File: src/rtl/serial_twos_comp_mc.sv
// Multi-channel LSB-first serial two's-complementer with per-lane pass-through mode.
// Optional overflow detection is compiled in when STC_OVF_EN is defined.
module serial_twos_comp_mc #(
    parameter int CHANNELS  = 4,
    parameter int FRAME_LEN = 8,
    parameter int CNT_W     = $clog2(FRAME_LEN)
) (
    input  logic                clk,
    input  logic                areset_n,
    input  logic                start,
    input  logic                valid_in,
    input  logic [CHANNELS-1:0] x,
    input  logic [CHANNELS-1:0] neg,
    output logic [CHANNELS-1:0] z,
    output logic                valid_out,
    output logic                last_out,
    output logic [CNT_W-1:0]    bit_idx,
    output logic [CHANNELS-1:0] ovf
);

    typedef enum logic {
        IDLE_ZERO = 1'b0,
        SEEN_ONE  = 1'b1
    } lane_state_e;

    localparam logic [CNT_W-1:0] LAST_IDX = CNT_W'(FRAME_LEN - 1);

    lane_state_e         state_q   [CHANNELS];
    lane_state_e         state_d   [CHANNELS];
    lane_state_e         state_eff [CHANNELS];

    logic [CNT_W-1:0]    cnt_q;
    logic [CNT_W-1:0]    cnt_d;
    logic [CNT_W-1:0]    cur_idx;
    logic                is_last;

    logic [CHANNELS-1:0] mode_q;
    logic [CHANNELS-1:0] mode_d;
    logic [CHANNELS-1:0] mode_eff;

    logic [CHANNELS-1:0] z_q;
    logic [CHANNELS-1:0] z_d;
    logic [CHANNELS-1:0] ovf_q;
    logic [CHANNELS-1:0] ovf_d;
    logic                valid_q;
    logic                valid_d;
    logic                last_q;
    logic                last_d;
    logic [CNT_W-1:0]    idx_q;
    logic [CNT_W-1:0]    idx_d;

    // start acts combinationally so a bit arriving with it is already bit 0 of a fresh frame
    always_comb begin
        cur_idx  = start ? '0 : cnt_q;
        is_last  = (cur_idx == LAST_IDX);
        mode_eff = (cur_idx == '0) ? neg : mode_q;
        for (int i = 0; i < CHANNELS; i++) begin
            state_eff[i] = start ? IDLE_ZERO : state_q[i];
        end
    end

    always_ff @(posedge clk or negedge areset_n) begin
        if (!areset_n) begin
            cnt_q  <= '0;
            mode_q <= '0;
            for (int i = 0; i < CHANNELS; i++) begin
                state_q[i] <= IDLE_ZERO;
            end
        end else begin
            cnt_q  <= cnt_d;
            mode_q <= mode_d;
            for (int i = 0; i < CHANNELS; i++) begin
                state_q[i] <= state_d[i];
            end
        end
    end

    always_comb begin
        cnt_d  = cnt_q;
        mode_d = mode_q;
        for (int i = 0; i < CHANNELS; i++) begin
            state_d[i] = state_q[i];
        end
        if (valid_in) begin
            cnt_d  = is_last ? '0 : cur_idx + CNT_W'(1);
            mode_d = mode_eff;
            for (int i = 0; i < CHANNELS; i++) begin
                if (is_last) begin
                    state_d[i] = IDLE_ZERO;
                end else if (state_eff[i] == IDLE_ZERO && x[i]) begin
                    state_d[i] = SEEN_ONE;
                end else begin
                    state_d[i] = state_eff[i];
                end
            end
        end else if (start) begin
            cnt_d = '0;
            for (int i = 0; i < CHANNELS; i++) begin
                state_d[i] = IDLE_ZERO;
            end
        end
    end

    // Once a 1 has passed, every later bit of a negated word is inverted
    always_comb begin
        z_d     = z_q;
        valid_d = valid_in;
        last_d  = valid_in && is_last;
        idx_d   = valid_in ? cur_idx : idx_q;
        if (valid_in) begin
            for (int i = 0; i < CHANNELS; i++) begin
                if (mode_eff[i] && state_eff[i] == SEEN_ONE) begin
                    z_d[i] = ~x[i];
                end else begin
                    z_d[i] = x[i];
                end
            end
        end
    end

`ifdef STC_OVF_EN
    // A negated word of the most negative value reaches its MSB without any earlier 1
    always_comb begin
        ovf_d = '0;
        for (int i = 0; i < CHANNELS; i++) begin
            ovf_d[i] = valid_in && is_last && mode_eff[i] &&
                       (state_eff[i] == IDLE_ZERO) && x[i];
        end
    end
`else
    assign ovf_d = '0;
`endif

    always_ff @(posedge clk or negedge areset_n) begin
        if (!areset_n) begin
            z_q     <= '0;
            ovf_q   <= '0;
            valid_q <= 1'b0;
            last_q  <= 1'b0;
            idx_q   <= '0;
        end else begin
            z_q     <= z_d;
            ovf_q   <= ovf_d;
            valid_q <= valid_d;
            last_q  <= last_d;
            idx_q   <= idx_d;
        end
    end

    assign z         = z_q;
    assign ovf       = ovf_q;
    assign valid_out = valid_q;
    assign last_out  = last_q;
    assign bit_idx   = idx_q;

endmodule

File: config.mk
export PLATFORM = sky130hd
export DESIGN_NAME = serial_twos_comp_mc
export DESIGN_NICKNAME = d
export VERILOG_FILES = /design/src/rtl/serial_twos_comp_mc.sv
export SDC_FILE = /design/constraint.sdc
export NUM_CORES = 1
export LEC_CHECK = 0
export ABC_AREA = 1
export BUFFER_PORTS_ARGS = -buffer_cell sky130_fd_sc_hd__clkbuf_2
export CORE_MARGIN = 2
export CORE_UTILIZATION = 40
export DETAILED_ROUTE_END_ITERATION = 10
export REMOVE_ABC_BUFFERS = 1
export SYNTH_ARGS = -nofsm -noshare
export SYNTH_HDL_FRONTEND = slang
export SYNTH_SLANG_ARGS = --single-unit
File: constraint.sdc
create_clock -name clk -period 1.2 [get_ports clk]
set_input_delay 0 -clock clk [delete_from_list [all_inputs] [get_ports clk]]
set_output_delay 0 -clock clk [all_outputs]
set_load 0.02 [all_outputs]
# [Yosys cells after proc, flatten, opt, wreduce, memory -nomap -nowiden]
# Index checks and enable logic that the tools add are counted.
[word_totals] regBits=20 out_inout_bits=13 elab_cells=53
[classes] add_sub_neg=1 eq_ne=1 n_mux=22 n_bitwise=8 n_reduce_logical=11
[ops] op="$mux 1" n=16
[ops] op="$mux 4" n=3
[ops] op="$logic_and 1x1->1" n=9
[ops] op="$mux 3" n=3
[ops] op="$not 1->1" n=8
[ops] op="$add 3x1->3 const B" n=1
[ops] op="$eq 3x3->1 const B" n=1
[ops] op="$logic_not 3->1" n=1
[ops] op="$reduce_bool 2->1" n=1

# [Longest topological paths before layout]
# Gate-level depths: netlist of the first run.
[depth] ltp_word=6 mapped_depth=9 mapped_depth_nobuf=9

# [Worst setup path after synthesis of the first run]
# OpenSTA, ideal clock, no wires.
[synth_path] kind="register -> register" start="reg cnt_q[0]" end="reg cnt_q[2]" setup_time_ns=0.128 arrival_ns=0.927 required_time_ns=1.072 slack_ns=0.145 path_stages_with_launch=6 n_path_buf=0 cell_sequence="dfrtp_1 > nand2_4 > nor2_1 > ha_1 > nand2_1 > o21ai_0"
[synth_via] elab_chain_cells=4
[synth_lines] item="start, declared" line="32" source="logic [CNT_W-1:0] cnt_q;"
[synth_lines] item="start signal, assigned" line="70" source="cnt_q <= cnt_d;"
[synth_lines] item="$mux 3 *"
[synth_lines] item="$add 3x1->3 / $eq 3x3->1 (equally long branches)" line="85, 55"
[synth_lines] item="$mux 3 *" line="85" source="cnt_d = is_last ? '0 : cur_idx + CNT_W'(1);"
[synth_lines] item="$mux 3 *" line="84" source="if (valid_in) begin"
[synth_lines] item="named net cnt_d[2]" line="33" source="logic [CNT_W-1:0] cnt_d;"
# The timed path passes the listed nets; every way through them passes the cells marked *.
# A chain may end at the register's enable or synchronous reset.

# [Worst setup path in the final report of the first run]
[layout_path] start="reg cnt_q[1]" end="reg z_q[0] (netlist: z[0])"
[layout_via] elab_chain_cells=5
[layout_lines] item="$mux 3"
[layout_lines] item="$logic_not 3->1" line="56" source="mode_eff = (cur_idx == '0) ? neg : mode_q;"
[layout_lines] item="$mux 4" line="56"
[layout_lines] item="$logic_and 1x1->1" line="112" source="if (mode_eff[i] && state_eff[i] == SEEN_ONE) begin"
[layout_lines] item="$mux 1" line="112"
[layout_lines] item="end signal, assigned" line="142" source="z_q <= z_d;"
[layout_lines] item="end, declared" line="41" source="logic [CHANNELS-1:0] z_q;"
# No other way between the ends.

==> results of run 1 <==
## repair_timing
item	4_1_cts	5_1_grt
hold buffers	6	0
gates resized for setup	0	3
endpoints found under the setup margin	1	9
pin swaps	1	2
hold endpoints to repair	27	0
setup buffers	0	2
## final cells by class
class / count / area, µm²
fill: 233 / 1180
clock buffer: 3 / 22.5
timing repair buffer: 33 / 216
sequential: 20 / 500
tap: 30 / 37.5
inverter: 13 / 51.3
multi-input combinational: 76 / 403
## sequential cells by signal, summed over array words and instances, names as in the netlist
register and count:
cnt_q 3, valid_out 1, last_out 1, mode_q 4, bit_idx 3, z 4, state_q 4
## cell usage in the layout (no fill, tap or decap), drive strengths merged
| cell type | n |
|---|---|
| o21ai | 4 |
| nand4 | 3 |
| a22o | 1 |
| clkbuf | 23 |
| a31oi | 4 |
| nor2 | 6 |
| conb | 4 |
| dlygate4sd3 | 6 |
| a21oi | 4 |
| dfrtp | 20 |
| inv | 13 |
| nand3 | 11 |
| xor2 | 1 |
| ha | 1 |
| a21boi | 3 |
| buf | 7 |
| nand2 | 34 |
## worst max-delay path, cell delays in order, from the launching register on
cell,delay [ns]
dfrtp_1,0.42
nand2_2,0.12
buf_6,0.11
nand3_4,0.10
nand2_2,0.09
nand2_2,0.05
nand3_1,0.06
nand2_1,0.05
nand2_1,0.06
inv_1,0.04
## report_power, final
part | internal, W | switching, W
Clock | 0.000117 | 0.000191
Combinational | 0.000143 | 0.000215
Sequential | 0.000744 | 0.0000406
## final timing paths
kind                              end       start  cells after the start
max                              z[0]    cnt_q[1]                      9
min                         mode_q[2]      neg[2]                      3
min reg2reg                bit_idx[2]  bit_idx[2]                      2
max in group asynchronous   mode_q[2]    areset_n                      2
min in group asynchronous  bit_idx[2]    areset_n                      2
max reg2reg                      z[0]    cnt_q[1]                      9
## cells by family (layout without fill, tap and decap cells)
group	count (synthesis)	after routing
and+or+nand+nor	54	54
DFF	20	20
buffers and inverters	20	49
AOI/OAI and AO/OA	16	16
adders and majority gates	1	1
other	1	4
xor gates and xnor gates	1	1
## routing by layer
layer | routed length, µm | share of wire [%]
met5 | 0 | 0
met4 | 18 | 0.89
met3 | 128 | 6.4
met2 | 933 | 46
met1 | 933 | 46
## per-stage QoR
| step | worst slack (ns) | setup TNS, ns | hold slack [ns] | instances | area (µm²) |
|---|---|---|---|---|---|
| after floorplan | 0.147 | 0 | -0.296 | 109 | 952 |
| after global placement | 0.0475 | 0 | -0.00965 | 164 | 1130 |
| after detailed placement | 0.0119 | 0 | -0.00943 | 164 | 1130 |
| after CTS | 0.00268 | 0 | 0.0146 | 173 | 1210 |
| after global routing | -0.0829 | -0.358 | 0.0336 | 175 | 1230 |
| final | 0.00950 | 0 | 0.0192 | 175 | 1230 |
==> results.md, run 1 <==
- Outcome: complete, no violations
- Met3 Track Usage GR: approximately 3.1%
- Cells after Synth: roughly 110
- Routed vias/inst: 4.75
- CP Data Required Time: 1.40 ns
- Arr. time, crit path: about 1.4 ns
- Fmax: 840 MHz
- Layout net count: 160
- Setup crit start kind: flip-flop
- Number of port buffers: 20
- DPL Wire Length: 1540 µm
- Register area share after synthesis: between 50% and 60%
- Xor/xnor share of the synthesized area: 0.886%
- Initial antenna violation count: 0
- Met1 Track Usage GR: 22.0%
- TritonCTS Buffers: 3
- Max cap viols: 0
- Final core utilization: between 50% and 60%
- DRT iter0 DRCs: 8
- Synth area leader: dfrtp_1
- RSZ-0062 raised after global routing: true
- Post-Synth Adder-Cell Area: 1.27%
- Clk pin slew, worst setup/hold paths: roughly 0.10 ns
- Post-layout power: ~0.0015 W
- Final Max Tran Viols: 0
- Mapped Area: a little under 1000 µm²
- Detailed Routing Iterations Pass 1: 4
- First-pass GRT wire length: approximately 3300 µm
- FP Rows: 18
- Final setup fails: 0
- Area Overhead vs Synth: 24.6%
- Multiplexer share of the synthesized area: 0%
- Top-area cell type share of the netlist area: around 51%
- CORE AREA: approximately 2400 µm²
- Worst skew pair latency: 0.29 ns
- Overflow after GRT: 0
- Initial core utilization: approximately two fifths
- Reg2reg setup slack: ~0.0095 ns
- Detail Route Antenna Nets: 0
- Min cycle time layout: about 1.2 ns
- Overall routing resource usage: 16.3%
- Root buffer cell: clkbuf_4
- Largest family of logic cells by synthesized area: simple AND/OR/NAND/NOR gates
- Yosys warnings: 0
- Crit Path Class: reg -> reg
- H-tree lvl count: 1
- Avg Cell Area, Syn: approximately 8.7 µm²
- Worst hold path class: in -> reg
- Largest net degree at the start of global routing: 21
- Top-count cell post-synth: nand2_1
- CTS Buffer Depth: 2
- Area contributors post-synth: dfrtp_1 51%, nand2_1 9.5%, nand2_2 5.1%, nand3_1 5.1%, inv_1 4.6%
- GPL Wtd Cong: between 0.7 and 0.8
- Post-synth ARST share: 100%
- Num Clock Sinks: 20
- Fin. Hold Viols: 0
- # diodes: 0
- Critical path capture point type: flip-flop
- Met2 Use GR: about 26%
- Yosys reg bits: 20
- PwrDens: between 1000 and 1500 nW/µm²
- Synth cell count leaders: 25 x nand2_1, 20 x dfrtp_1, 12 x inv_1
- # DRC: 0
- Tcrit/Tclk final: between 90 and 100%
- Die area: around 2900 µm²
- Post-synthesis compound-gate area fraction: between 10% and 20%
- Synth Area in Simple Gates: a little over a quarter
- Share of cells above drive strength 1: roughly 30%
- Via Count: between 800 and 900
- CTS tree: built
- Horiz. Die Dim: 53.7 µm
- Vias in the first global route: about 740
- Drt wl/cell: between 10 and 15 µm
- Total wire length: a little over 2000 µm
- VDD IR max: 0.000712 V
- EDFF count, synth: 0
- Gr busiest metal: met2
- Pleak: just under 0.7 nW
- Worst-path fanout max: 4
- Final Skew: ~0.00053 ns
- Die height: 53.7 µm
- Ys flop type: dfrtp_1
- Num ports: 25
- Synth cell types: 22
Note: power is estimated with default switching activity, not from simulation.
==> inputs of run 2 (changes only) <==
CORE_ASPECT_RATIO = 1.5   (was not set)
==> results.md, run 2 (synthesis gave the netlist of run 1 again) <==
- Outcome: finished with violations
- FP Rows: 22 (+4)
- Internal power: 0.00108 W (+7.5%)
- Horiz. Die Dim: 44.6 µm (-17%)
- Num Clock Sinks: 20 (unchanged)
- Sequential Power Share: 50.6% (-3.5 points)
- Overflow after GRT: 0 (unchanged)
- Worst hold path class: in -> reg
- Final core utilization: 52.7% (+1.6 points)
- Total wire length: 2070 µm (+2.6%)
- PwrDens: 1230 nW/µm² (+4.6%)
- Violated checks: negative setup slack
- Overall routing resource usage: 15.9% (-0.43 points)
- Max cap viols: 0 (unchanged)
- CTS Buffer Depth: 2 (unchanged)
- Largest net degree at the start of global routing: 25 (+19%)
- Critical path capture point type: flip-flop
- Number of port buffers: 20 (unchanged)
- Num ports: 25 (unchanged)
- Final Skew: 0.00692 ns (+0.00639 ns)
- CTS tree: built
- Logic gate share of total power: 23.8% (-0.9 points)
- Via Count: 838 (+0.72%)
- Post-layout power: 0.00156 W (+7.3%)
- Clk pin slew, worst setup/hold paths: 0.12 ns (+0.02 ns)
- CORE AREA: 2390 µm² (-0.62%)
- Share of cells above drive strength 1: 32.0% (+1.6 points)
- Layout net count: 161 (+0.63%)
- CP Data Required Time: 1.42 ns (+0.02 ns)
- First-pass GRT wire length: 3350 µm (+0.42%)
- Setup WS post-layout: -0.00225 ns (-0.0118 ns)
- Pleak: 0.701 nW (+1.9%)
- Slew headroom: between 60% and 70%
- Die area: 2890 µm² (+0.29%)
- Final Max Tran Viols: 0 (unchanged)
- DPL Wire Length: 1430 µm (-7.2%)
- Tcrit/Tclk final: 100% (+0.98 points)
- Post-route setup TNS: -0.00291 ns (-0.00291 ns)
- Fmax: 832 MHz (-0.98%)
- Initial core utilization: 41.3% (+0.26 points)
- Place WS: -0.0189 ns (-0.0308 ns)
- Detail Route Antenna Nets: 0 (unchanged)
- Most common cell after layout, fill and taps aside: nand2_1
- Final setup fails: 2 (+2)
- Initial antenna violation count: 0 (unchanged)
- # DRC: 0 (unchanged)
- Vias in the first global route: 786 (+5.6%)
- Slew @ Worst Pin: about 0.52 ns
- Die height: 64.9 µm (+21%)
- Detailed Routing Iterations Pass 1: 4 (unchanged)
- Drt wl/cell: 12.1 µm (+5.0%)
- Min cycle time layout: 1.20 ns (+0.0118 ns)
- DRT iter0 DRCs: 21 (+13)
- P_sw: 0.000477 W (+6.8%)
- Routed vias/inst: 4.90 (+3.1%)
- Fin. Hold Viols: 0 (unchanged)
- Arr. time, crit path: 1.42 ns (+0.03 ns)
- Crit-path slowest cell: dfrtp_1
- Worst path cell trace: o21ai_4, nand3_1, nand2_2, nand4_1, nand2_1, inv_1
- Setup crit start kind: flip-flop
- Switch share: 30.6% (-0.14 points)
- Commonest cells after routing, fill and taps aside: 23 x nand2_1, 20 x dfrtp_1, 20 x clkbuf_2
- Crit Path Class: reg -> reg
- RSZ-0062 raised after global routing: true
- Clock power share: 25.6% (+4.4 points)
- Worst skew pair latency: 0.30 ns (about the same)
- # diodes: 0 (unchanged)
- Area Overhead vs Synth: 27.7%
- VDD IR max: 0.000628 V (-12%)
- Fill cells: 230 (-1.3%)
- GPL Wtd Cong: 0.728 (-3.2%)
- Worst path max stage delay: 0.45 ns (+0.03 ns)
- Worst-path fanout max: 4 (unchanged)
- TritonCTS Buffers: 3 (unchanged)
- H-tree lvl count: 1 (unchanged)
- Root buffer cell: clkbuf_4
run 2: cell types whose count changed in the layout (fill, tap and decap cells not counted), sizes merged:
cell,delta
clkbuf,+1
dlygate4sd3,+1
run 2: area by class of cell:
class / instances / area (µm²) / area share [%]
inverters: 13 / 51.3 / 4.06
repair buffers: 34 / 226 / 17.9
multi-input cells: 76 / 418 / 33.1
clock buffers: 4 / 36.3 / 2.87
flip-flops and latches: 20 / 500 / 39.6
well taps: 24 / 30.0 / 2.38
run 2: final timing paths:
kind,start,endpoint,slack (ns),cells after the start
max in group asynchronous,areset_n,mode_q[1],0.66,2
min in group asynchronous,areset_n,bit_idx[2],0.19,2
worst max-delay path,cnt_q[2],z[0],-0.002,6
worst min register to register,bit_idx[2],bit_idx[2],0.50,2
worst max register to register,cnt_q[2],z[0],-0.002,6
worst min-delay path,neg[1],mode_q[1],0.01,3
run 2: power groups by stage:
stage	Clock, W	Sequential [W]	Combinational [W]
2_1_floorplan	0	0.000826	0.000180
3_3_place_gp	0	0.000796	0.000331
3_5_place_dp	0	0.000799	0.000335
4_1_cts	0.000409	0.000788	0.000361
5_1_grt	0.000435	0.000797	0.000412
6_report	0.000398	0.000788	0.000371
run 2: per-stage QoR:
stage	std cells	hold slack [ns]	instance area, µm²
CTS	170	0.00487	1240
global placement	158	-0.000261	1120
global route	171	0.00302	1260
floorplan	109	-0.296	952
detailed placement	158	-0.00298	1120
finish	171	0.0107	1260
run 2: critical path, delay by kind of cell, from the launching register on:
family / cells / cell delay, ns
flip-flops: 1 / 0.45
buffers and inverters: 1 / 0.03
AO/OA/AOI/OAI: 1 / 0.23
AND/OR/NAND/NOR: 4 / 0.41
run 2: routing by layer:
layer	vias to the layer above	part of all wire [%]	track usage [%]
met5	-	0	0
met2	15	51	26.3
met3	4	3.1	2.23
met4	0	1.6	9.09
met1	393	44	18.9
li1	426	-	-
run 2: timing repair:
action                                  4_1_cts  5_1_grt
setup buffers                                 1        1
hold buffers                                  7        0
resized for setup                             2        4
pin swaps                                     2        3
endpoints found under the setup margin        4        9
hold endpoints to repair                     29        0
==> inputs of run 3 (changes only) <==
SETUP_SLACK_MARGIN = 0.2   (was not set)
==> results.md, run 3 (synthesis gave the netlist of run 1 again) <==
- Initial core utilization: 41.3% (unchanged)
- Outcome: finished with violations
- Routed vias/inst: 5.05 (+3.0%)
- Worst-path fanout max: 4 (unchanged)
- P_sw: 0.000477 W (about the same)
- CP Data Required Time: 1.42 ns (about the same)
- Setup WS post-layout: -0.0178 ns (-0.0155 ns)
- Overall routing resource usage: 16.0% (+0.11 points)
- Switch share: 30.5% (-0.16 points)
- Logic gate share of total power: 24.5% (+0.7 points)
- Hold WS: 0.0140 ns (+0.00329 ns)
- VDD IR max: 0.000628 V (-0.10%)
- # DRC: 0 (unchanged)
- DRT iter0 DRCs: 29 (+38%)
- Slew headroom: 65.3% (-0.26 points)
- Crit Path Class: reg -> reg
- Share of cells above drive strength 1: 34.0% (+2.0 points)
- Detail Route Antenna Nets: 0 (unchanged)
- Most common cell after layout, fill and taps aside: nand2_1
- Tcrit/Tclk final: 101% (+1.3 points)
- Final setup fails: 2 (unchanged)
- PwrDens: 1210 nW/µm² (-2.1%)
- CTS tree: built
- Pleak: 0.718 nW (+2.4%)
- Fin. Hold Viols: 0 (unchanged)
- Num Clock Sinks: 20 (unchanged)
- # diodes: 0 (unchanged)
- Drt wl/cell: 12.0 µm (-0.34%)
- TritonCTS Buffers: 3 (unchanged)
- Worst path cell trace: o21ai_4, nand3_1, nand2_2, nand4_1, nand2_1, inv_1
- RSZ-0062 raised after global routing: true
- Worst hold path class: in -> reg
- Area Overhead vs Synth: 31.1%
- Setup crit start kind: flip-flop
- CTS Buffer Depth: 2 (unchanged)
- First-pass GRT wire length: 3380 µm (+0.84%)
- Clock power share: 25.2% (-0.4 points)
- Overflow after GRT: 0 (unchanged)
- Min cycle time layout: 1.22 ns (+0.0155 ns)
- Critical path capture point type: flip-flop
- Die height: 64.9 µm (unchanged)
- DPL Wire Length: 1430 µm (unchanged)
- Violated checks: negative setup slack
- GPL Wtd Cong: 0.728 (unchanged)
- Die area: 2890 µm² (unchanged)
- Root buffer cell: clkbuf_4
- Horiz. Die Dim: 44.6 µm (unchanged)
- Number of port buffers: 20 (unchanged)
- Final Max Tran Viols: 0 (unchanged)
- Layout net count: 164 (+1.9%)
- Commonest cells after routing, fill and taps aside: 23 x nand2_1, 20 x dfrtp_1, 20 x clkbuf_2
- Slew @ Worst Pin: 0.520 ns (+0.00394 ns)
- Worst path max stage delay: 0.44 ns (about the same)
- Final core utilization: 54.1% (+1.4 points)
- Sequential Power Share: 50.4% (-0.2 points)
- H-tree lvl count: 1 (unchanged)
- Largest net degree at the start of global routing: 25 (unchanged)
- Initial antenna violation count: 0 (unchanged)
- CORE AREA: 2390 µm² (unchanged)
- Internal power: 0.00109 W (+0.71%)
- Clk pin slew, worst setup/hold paths: 0.12 ns (about the same)
- Arr. time, crit path: 1.43 ns (about the same)
- Crit-path slowest cell: dfrtp_1
- Max cap viols: 0 (unchanged)
- Total wire length: 2090 µm (+1.4%)
- Worst skew pair latency: 0.30 ns (about the same)
- FP Rows: 22 (unchanged)
- Fmax: 821 MHz (-1.3%)
- Vias in the first global route: 792 (+0.76%)
- Detailed Routing Iterations Pass 1: 4 (unchanged)
- Final Skew: 0.0107 ns (+0.00375 ns)
- Reg2reg setup slack: -0.02 ns (-0.02 ns)
- Num ports: 25 (unchanged)
- Via Count: 878 (+4.8%)
[run 3: cell types whose count changed in the layout (fill, tap and decap cells not counted)]
cell / change
buf_4: +2
dlygate4sd3_1: +1
nand3_1: -1
nand3_2: +1
o21ai_0: -1
o21ai_2: +1
[run 3: per-layer routing]
layer / GRT usage [%] / vias up / share of wire, %
met5: 0 / - / 0
met4: 9.09 / 0 / 2.1
met3: 2.23 / 5 / 3.4
met2: 26.6 / 20 / 51
met1: 18.9 / 419 / 43
li1: - / 434 / -
[run 3: per-stage QoR]
stage	setup slack, ns	instance area [µm²]	power [W]	TNS (ns)	cells
floorplan	0.147	952	0.00101	0	109
global placement	-0.0220	1120	0.00113	-0.0546	158
CTS	0.00982	1250	0.00156	0	171
finish	-0.0178	1300	0.00156	-0.0273	174
global route	-0.0884	1300	0.00166	-0.671	174
detailed placement	-0.0189	1120	0.00113	-0.0405	158
[run 3: area by class of cell]
class / count / area (µm²)
timing repair buffer: 37 / 251
sequential: 20 / 500
tap: 24 / 30.0
multi-input combinational: 76 / 427
inverter: 13 / 51.3
fill: 231 / 1100
clock buffer: 4 / 36.3
[run 3: worst paths after layout]
path / from / to / cells after the start
max: cnt_q[2] / z[0] / 6
min: neg[0] / mode_q[0] / 3
max reg2reg: cnt_q[2] / z[0] / 6
min reg2reg: bit_idx[2] / bit_idx[2] / 2
max in group asynchronous: areset_n / mode_q[1] / 2
min in group asynchronous: areset_n / bit_idx[2] / 2
[run 3: power groups by stage]
| stage | clock, W | sequential, W | combinational (W) |
|---|---|---|---|
| floorplan | 0 | 0.000826 | 0.000180 |
| global placement | 0 | 0.000796 | 0.000331 |
| detailed placement | 0 | 0.000799 | 0.000335 |
| CTS | 0.000409 | 0.000788 | 0.000365 |
| global route | 0.000435 | 0.000796 | 0.000424 |
| finish | 0.000394 | 0.000788 | 0.000383 |
[run 3: critical path: cells and delay by family (launching register included)]
| kind | cells | cell delay, ns |
|---|---|---|
| flip-flops | 1 | 0.44 |
| AND/OR/NAND/NOR | 4 | 0.41 |
| AO/OA/AOI/OAI | 1 | 0.24 |
| buffers and inverters | 1 | 0.03 |
[run 3: what timing repair did]
action                                 4_1_cts  5_1_grt
gates resized for setup                      4        5
buffers inserted                             2        2
pin swaps                                    4        3
hold buffers                                 7        1
setup endpoints to repair                   15       16
endpoints found under the hold margin       29        1
